## src/rtl/mem_arbiter.sv

```systemverilog
// Two-port (instruction fetch / data) arbiter in front of a single-port memory with fixed access latency.
// Optional MEM_ARBITER_RR_EN: break simultaneous requests by alternating instead of always favouring the data port.
module mem_arbiter #(
  parameter int DATA_W  = 16,
  parameter int MEM_LAT = 2
) (
  input  logic              clk,
  input  logic              rst,
  input  logic              if_req,
  input  logic [DATA_W-1:0] if_addr,
  output logic [DATA_W-1:0] if_rdata,
  output logic              if_ack,
  input  logic              d_req,
  input  logic              d_we,
  input  logic [DATA_W-1:0] d_addr,
  input  logic [DATA_W-1:0] d_wdata,
  output logic [DATA_W-1:0] d_rdata,
  output logic              d_ack,
  output logic              stall_if,
  output logic              stall_mem,
  output logic              mem_en,
  output logic              mem_we,
  output logic [DATA_W-1:0] mem_addr,
  output logic [DATA_W-1:0] mem_wdata,
  input  logic [DATA_W-1:0] mem_rdata,
  output logic              busy
);

  typedef enum logic [1:0] {
    IDLE     = 2'd0,
    GRANT_IF = 2'd1,
    GRANT_D  = 2'd2
  } state_t;

  localparam logic [3:0] LAT_M1 = 4'(MEM_LAT - 1);

  state_t            state_reg, state_next;
  logic [3:0]        cnt_reg;
  logic [DATA_W-1:0] addr_reg, wdata_reg;
  logic              we_reg;
  logic              if_ack_reg, d_ack_reg;
  logic [DATA_W-1:0] if_rdata_reg, d_rdata_reg;
  logic              if_elig, d_elig, done, start_if, start_d, prefer_d, grant;

  // A requester whose ack is showing this cycle is still presenting its old request.
  assign if_elig = if_req & ~if_ack_reg;
  assign d_elig  = d_req & ~d_ack_reg;
  assign done    = (state_reg != IDLE) && (cnt_reg == 4'd0);

`ifdef MEM_ARBITER_RR_EN
  logic last_grant_reg;  // 1 = data port was granted most recently

  always_ff @(posedge clk) begin
    if (rst) begin
      last_grant_reg <= 1'b0;
    end else if (start_d) begin
      last_grant_reg <= 1'b1;
    end else if (start_if) begin
      last_grant_reg <= 1'b0;
    end
  end

  assign prefer_d = ~last_grant_reg;
`else
  assign prefer_d = 1'b1;
`endif

  always_ff @(posedge clk) begin
    if (rst) begin
      state_reg    <= IDLE;
      cnt_reg      <= 4'd0;
      addr_reg     <= '0;
      wdata_reg    <= '0;
      we_reg       <= 1'b0;
      if_ack_reg   <= 1'b0;
      d_ack_reg    <= 1'b0;
      if_rdata_reg <= '0;
      d_rdata_reg  <= '0;
    end else begin
      state_reg  <= state_next;
      if_ack_reg <= done && (state_reg == GRANT_IF);
      d_ack_reg  <= done && (state_reg == GRANT_D);
      if (done && (state_reg == GRANT_IF)) begin
        if_rdata_reg <= mem_rdata;
      end
      if (done && (state_reg == GRANT_D) && !we_reg) begin
        d_rdata_reg <= mem_rdata;
      end
      if (start_d) begin
        addr_reg  <= d_addr;
        we_reg    <= d_we;
        wdata_reg <= d_wdata;
        cnt_reg   <= LAT_M1;
      end else if (start_if) begin
        addr_reg  <= if_addr;
        we_reg    <= 1'b0;
        wdata_reg <= '0;
        cnt_reg   <= LAT_M1;
      end else if (cnt_reg != 4'd0) begin
        cnt_reg <= cnt_reg - 4'd1;
      end
    end
  end

  // On completion only the other requester may follow, giving back-to-back grants.
  always_comb begin
    start_if   = 1'b0;
    start_d    = 1'b0;
    state_next = state_reg;
    case (state_reg)
      IDLE: begin
        start_d  = d_elig & (~if_elig | prefer_d);
        start_if = if_elig & ~start_d;
      end
      GRANT_IF: start_d  = done & d_elig;
      GRANT_D:  start_if = done & if_elig;
      default:  state_next = IDLE;
    endcase
    if (start_d) begin
      state_next = GRANT_D;
    end else if (start_if) begin
      state_next = GRANT_IF;
    end else if (done) begin
      state_next = IDLE;
    end
  end

  always_comb begin
    grant     = (state_reg != IDLE);
    busy      = grant;
    mem_en    = grant;
    mem_we    = (state_reg == GRANT_D) & we_reg;
    mem_addr  = grant ? addr_reg : '0;
    mem_wdata = grant ? wdata_reg : '0;
  end

  assign if_ack    = if_ack_reg;
  assign d_ack     = d_ack_reg;
  assign if_rdata  = if_rdata_reg;
  assign d_rdata   = d_rdata_reg;
  assign stall_if  = if_req & ~if_ack_reg;
  assign stall_mem = d_req & ~d_ack_reg;

endmodule

```

## config.mk

```make
export PLATFORM = sky130hd
export DESIGN_NAME = mem_arbiter
export DESIGN_NICKNAME = d
export VERILOG_FILES = /design/src/rtl/mem_arbiter.sv
export SDC_FILE = /design/constraint.sdc
export NUM_CORES = 1
export LEC_CHECK = 0
export BUFFER_PORTS_ARGS = -buffer_cell sky130_fd_sc_hd__buf_2
export CAP_MARGIN = 15
export CORE_MARGIN = 2
export CORE_UTILIZATION = 30
export CTS_BUF_LIST = sky130_fd_sc_hd__clkbuf_4 sky130_fd_sc_hd__clkbuf_8
export DETAILED_ROUTE_END_ITERATION = 16
export HOLD_SLACK_MARGIN = 0.12
export PLACE_DENSITY_LB_ADDON = 0.12
export SKIP_CTS_REPAIR_TIMING = 1
export SLEW_MARGIN = 10
export SYNTH_ARGS = -nofsm -noshare
export SYNTH_HDL_FRONTEND = slang
export SYNTH_SLANG_ARGS = --single-unit
```

## constraint.sdc

```tcl
create_clock -name clk -period 5.35 [get_ports clk]
set_clock_uncertainty 0.05 [all_clocks]
set_input_delay 0.535 -clock clk [delete_from_list [all_inputs] [get_ports clk]]
set_output_delay 0.535 -clock clk [all_outputs]
set_load 0.1 [all_outputs]
```

======== After elaboration in Yosys (flattened, before gate mapping) ========
Cells that the tools add are included.
cells by class
  add/sub/neg operators ................... 1
  equality and inequality tests ........... 4
  multiplexer cells ....................... 17
  bitwise logic cells ..................... 9
  reduce and logical (&&, ||, !) cells .... 14
operators with widths
  cell                                                  count
  two-way mux 16 bit                                    6
  two-way mux 2 bit                                     4
  bitwise AND 1 bit                                     6
  OR reduction 3 bit                                    2
  two-way mux 1 bit                                     5
  logical AND 1 bit                                     4
  logical NOT 4 bit                                     1
  != test 4 x 1 -> 1 bit (second input constant)        1
  one-hot mux 1 bit (2 select lines)                    2
  nonzero test 2 bit                                    2
  nonzero test 4 bit                                    1
  subtractor 4 x 1 -> 4 bit (second input constant)     1
  != test 3 x 1 -> 1 bit (second input constant)        1
  NOT 1 bit                                             3
  nonzero test 3 bit                                    1
  equality test 2 x 1 -> 1 bit (second input constant)  1
  equality test 2 bit (second input constant)           1
  logical NOT 2 bit                                     1
  OR reduction 2 bit                                    1
  logical NOT 1 bit                                     1
storage, ports and cells
  register bits after elaboration ......... 73
  input bits .............................. 69

======== Depth between registers and ports, before layout ========
  word-level depth ........................ 7
  mapped depth ............................ 8

======== Least setup slack after synthesis ========
No wires, ideal clock.
  kind .................................... register to register
  start ................................... register d_ack_reg (netlist: d_ack)
  end ..................................... register addr_reg[10]
  arrival time ............................ 3.158 ns
  data required time ...................... 5.153 ns
  slack ................................... 1.995 ns
  stages on the path, launching flop included .. 8
  path buffers ............................ 3
  cells stage by stage .................... dfxtp_1 > nor2b_1 > o21a_1 > buf_2 > nand2b_1 > buf_2 > buf_4 > a221oi_2
between the ends
  cells in the longest elaborated chain, start to end .. 6
  elaborated cells on any way between the ends .. 9
  those cells by class .................... 3 x mux; 5 x bitwise; 1 x reduce/logical
RTL lines
  item                                RTL line  text
  start: declaration                  41        logic if_ack_reg, d_ack_reg;
  start signal: assignment            82        d_ack_reg <= done && (state_reg == GRANT_D);
  NOT 1 bit (*)                       --
  bitwise AND 1 bit (*)               --
  named net stall_mem                 20        output logic stall_mem,
  NOT 1 bit                           113       start_if = if_elig & ~start_d;
  bitwise AND 1 bit                   113
  one-hot mux 1 bit (2 select lines)  110       case (state_reg)
  nonzero test 2 bit (no line)        --
  end signal: assignment              90        addr_reg <= d_addr;
  end signal: assignment              95        addr_reg <= if_addr;
  end: declaration                    39        logic [DATA_W-1:0] addr_reg, wdata_reg;
The timed path passes the listed nets; every way through them passes the cells marked *.
A chain may end at the register's enable or synchronous reset.

======== Worst setup path after layout ========
  start ................................... register state_reg[0]
  end ..................................... register cnt_reg[1]
between the ends
  cells in the longest elaborated chain, start to end .. 5
  elaborated cells on any way between the ends .. 10
  those cells by class .................... 2 x eq/ne; 2 x mux; 2 x bitwise; 4 x reduce/logical
RTL lines
  item                                         RTL line  text
  start: declaration                           37        state_t state_reg, state_next;
  start signal: assignment                     80        state_reg <= state_next;
  nonzero test 2 bit                           48        assign done = (state_reg != IDLE) && (cnt_reg == 4'd0);
  logical AND 1 bit                            48
  bitwise AND 1 bit, on equally long branches  116, 115
  one-hot mux 1 bit (2 select lines)           110
  OR reduction 3 bit (no line) (*)             --
  end signal: assignment                       100       cnt_reg <= cnt_reg - 4'd1;
  end: declaration                             38        logic [3:0] cnt_reg;
Mark *: on every way between the ends. The rest lies on a longest branch, timed or not.

==> metrics.txt <==
CP Cell Sequence nor3b_1, o21ai_2, nand2b_1, a2111oi_0; R2R Path End cnt_reg[1]; worst hold stages 2; crit end category flop; Post-Syn Instances 335; initial antenna violation count 0; worst slew pin tran 983 ps; pre-CTS WS 2200 ps; CTS Sinks 73; Final Cell Area 0.00407 mm²; Max rail drop VDD 0.000183 V; setup ws final 2290 ps; num ports 140; syn nets 406; TritonCTS buffer count 9; Worst Min Path Start d_wdata[11]; max-cap violations 0; critical path's slowest cell o21ai_2; minimum clock period 3060 ps; WL per Instance 13.4 µm; first-pass GRT wire length 12800 µm; Tot Pwr 1.85 mW; die width 106 µm; Arr. time, crit path 3220 ps; Vias 2754; Fmax achieved 327 MHz; Starting Density 0.305; # rows 37; CTS tree done; H-tree depth 3; Fill cells 1089; synthesis-stage register bit count 73; Ys Warns 0; Worst-Skew Late Latency 340 ps; vias in the first global route 2645; gr usage total 0.144; ANT nets after route 0; syn avg cell area 9.31 µm²; slowest cell delay on critical path 780 ps; die area 0.0112 mm²; Layout Nets 534; largest net degree at the start of global routing 58; number of synthesized flops with an enable pin 0; clk root buf clkbuf_8; CP bufs+invs 0; worst reg2reg path startpoint state_reg[0]; setup_tns 0 ps; pins over their slew limit 0; placed inst area 0.00386 mm²; Leakage 1.84 nW; Buffers on Ports 139; clk slew on worst S/H paths 70 ps; peak fanout along the critical path 18; Pre-antenna DRT Iters 4; Async SR Flop Fraction 0; core box area 0.0102 mm²; count of final setup violators 0; PwrDens 455 mW/mm²; Worst setup SP type flop; final wirelength 8120 µm; post-synthesis sequential area ratio 0.468; share of cells above drive strength 1 0.380; critical path class reg2reg; Slew headroom 0.345; Initial DRC Count 112; number of distinct library cells after synthesis 38; Worst R2R Path Depth 4; R2R setup slack 2290 ps; DPL Wire Length 5480 µm; Congestion Overflow GR 0; CTS Buffer Depth 2; # diodes 0; Area Overhead vs Synth 30.4%; vias per cell 4.56; delay-heaviest family, CP compound AO/OA/AOI/OAI gates; hold-critical path endpoint wdata_reg[11]; Hold Path Class in2reg; status finished clean; ys flop type dfxtp_1; gpl congestion 0.726; period utilization 0.571; RSZ-0062 raised after global routing no; final hold vios 0; Synth Cell Area 0.00312 mm²; Remaining DRCs 0; die span in y 106 µm; Worst EP required 5510 ps
==> synth_stat cells, drive strengths merged (2+ instances only) <==
| cell type | number | area (µm²) |
|---|---|---|
| a21oi | 35 | 186 |
| nand2 | 64 | 240 |
| buf | 15 | 116 |
| mux2i | 16 | 160 |
| nor3b | 4 | 35.0 |
| nor4b | 2 | 32.5 |
| o21a | 2 | 15.0 |
| a22o | 17 | 149 |
| nor2b | 35 | 219 |
| nor2 | 20 | 75.1 |
| inv | 3 | 11.3 |
| or3b | 2 | 22.5 |
| a211oi | 2 | 15.0 |
| ha | 2 | 25.0 |
| dfxtp | 73 | 1460 |
| clkbuf | 12 | 45.0 |
| nor3 | 4 | 25.0 |
| a221oi | 16 | 203 |
==> cell families (layout without fill, tap and decap cells) <==
logic type	after synthesis	after routing	share of synthesized area
multiplexers	16	16	0.0513
adder cells (fa/ha/maj)	2	2	0.00802
AO/OA/AOI/OAI	75	75	0.189
flip-flops	73	73	0.468
XOR/XNOR	2	2	0.00561
buffers and inverters	30	163	0.0553
AND/OR/NAND/NOR	137	137	0.223
==> routing by layer <==
metal  track usage  wire (µm)
met2         0.229       3710
met3        0.0521        672
met4        0.0667        154
met5             0          0
met1         0.173       3580
==> through the flow <==
stage | hold slack, ps | std cells | util
global route | 331 | 604 | 0.398
finish | 351 | 604 | 0.398
global placement | 391 | 587 | 0.377
detailed placement | 396 | 587 | 0.377
floorplan | 391 | 335 | -
CTS | 333 | 603 | 0.397
==> cell type report <==
class / count / area [µm²] / share of cell area
well taps: 136 / 170 / 0.0418
repair buffers: 144 / 733 / 0.180
inverters: 3 / 11.3 / 0.00277
multi-input cells: 232 / 1490 / 0.367
clock buffers: 11 / 145 / 0.0357
clock inverters: 5 / 55.1 / 0.0135
flip-flops and latches: 73 / 1460 / 0.359
==> where the power goes <==
group          internal (mW)  total (mW)  switching, mW
clock                  0.232       0.436          0.204
sequential             0.612       0.654         0.0413
combinational          0.178       0.760          0.582
total                   1.02        1.85          0.828
==> layout by cell type (no fill, tap or decap), types with 2 or more instances in the layout <==
cell	instances
buf_2	139
dfxtp_1	73
nand2_1	64
nor2b_1	35
a21oi_1	34
nor2_1	19
a22o_1	17
mux2i_1	16
a221oi_2	10
clkbuf_8	10
a221oi_1	6
buf_4	5
inv_1	3
nor3b_1	3
nor3_1	3
or3b_4	2
o21a_1	2
a211oi_1	2
ha_1	2
clkinvlp_4	2
clkinv_2	2
==> worst max path at each step <==
stage               cells after the start         start           end  slack (ps)
finish                                  4  state_reg[0]    cnt_reg[1]        2290
detailed placement                      5         d_req    cnt_reg[1]        2200
global route                            4  state_reg[0]    cnt_reg[1]        2000
global placement                        5         d_req    cnt_reg[1]        2330
CTS                                     4  state_reg[0]    cnt_reg[1]        2240
floorplan                               7         d_ack  addr_reg[10]        1990
(Power assumes the default switching activity.)
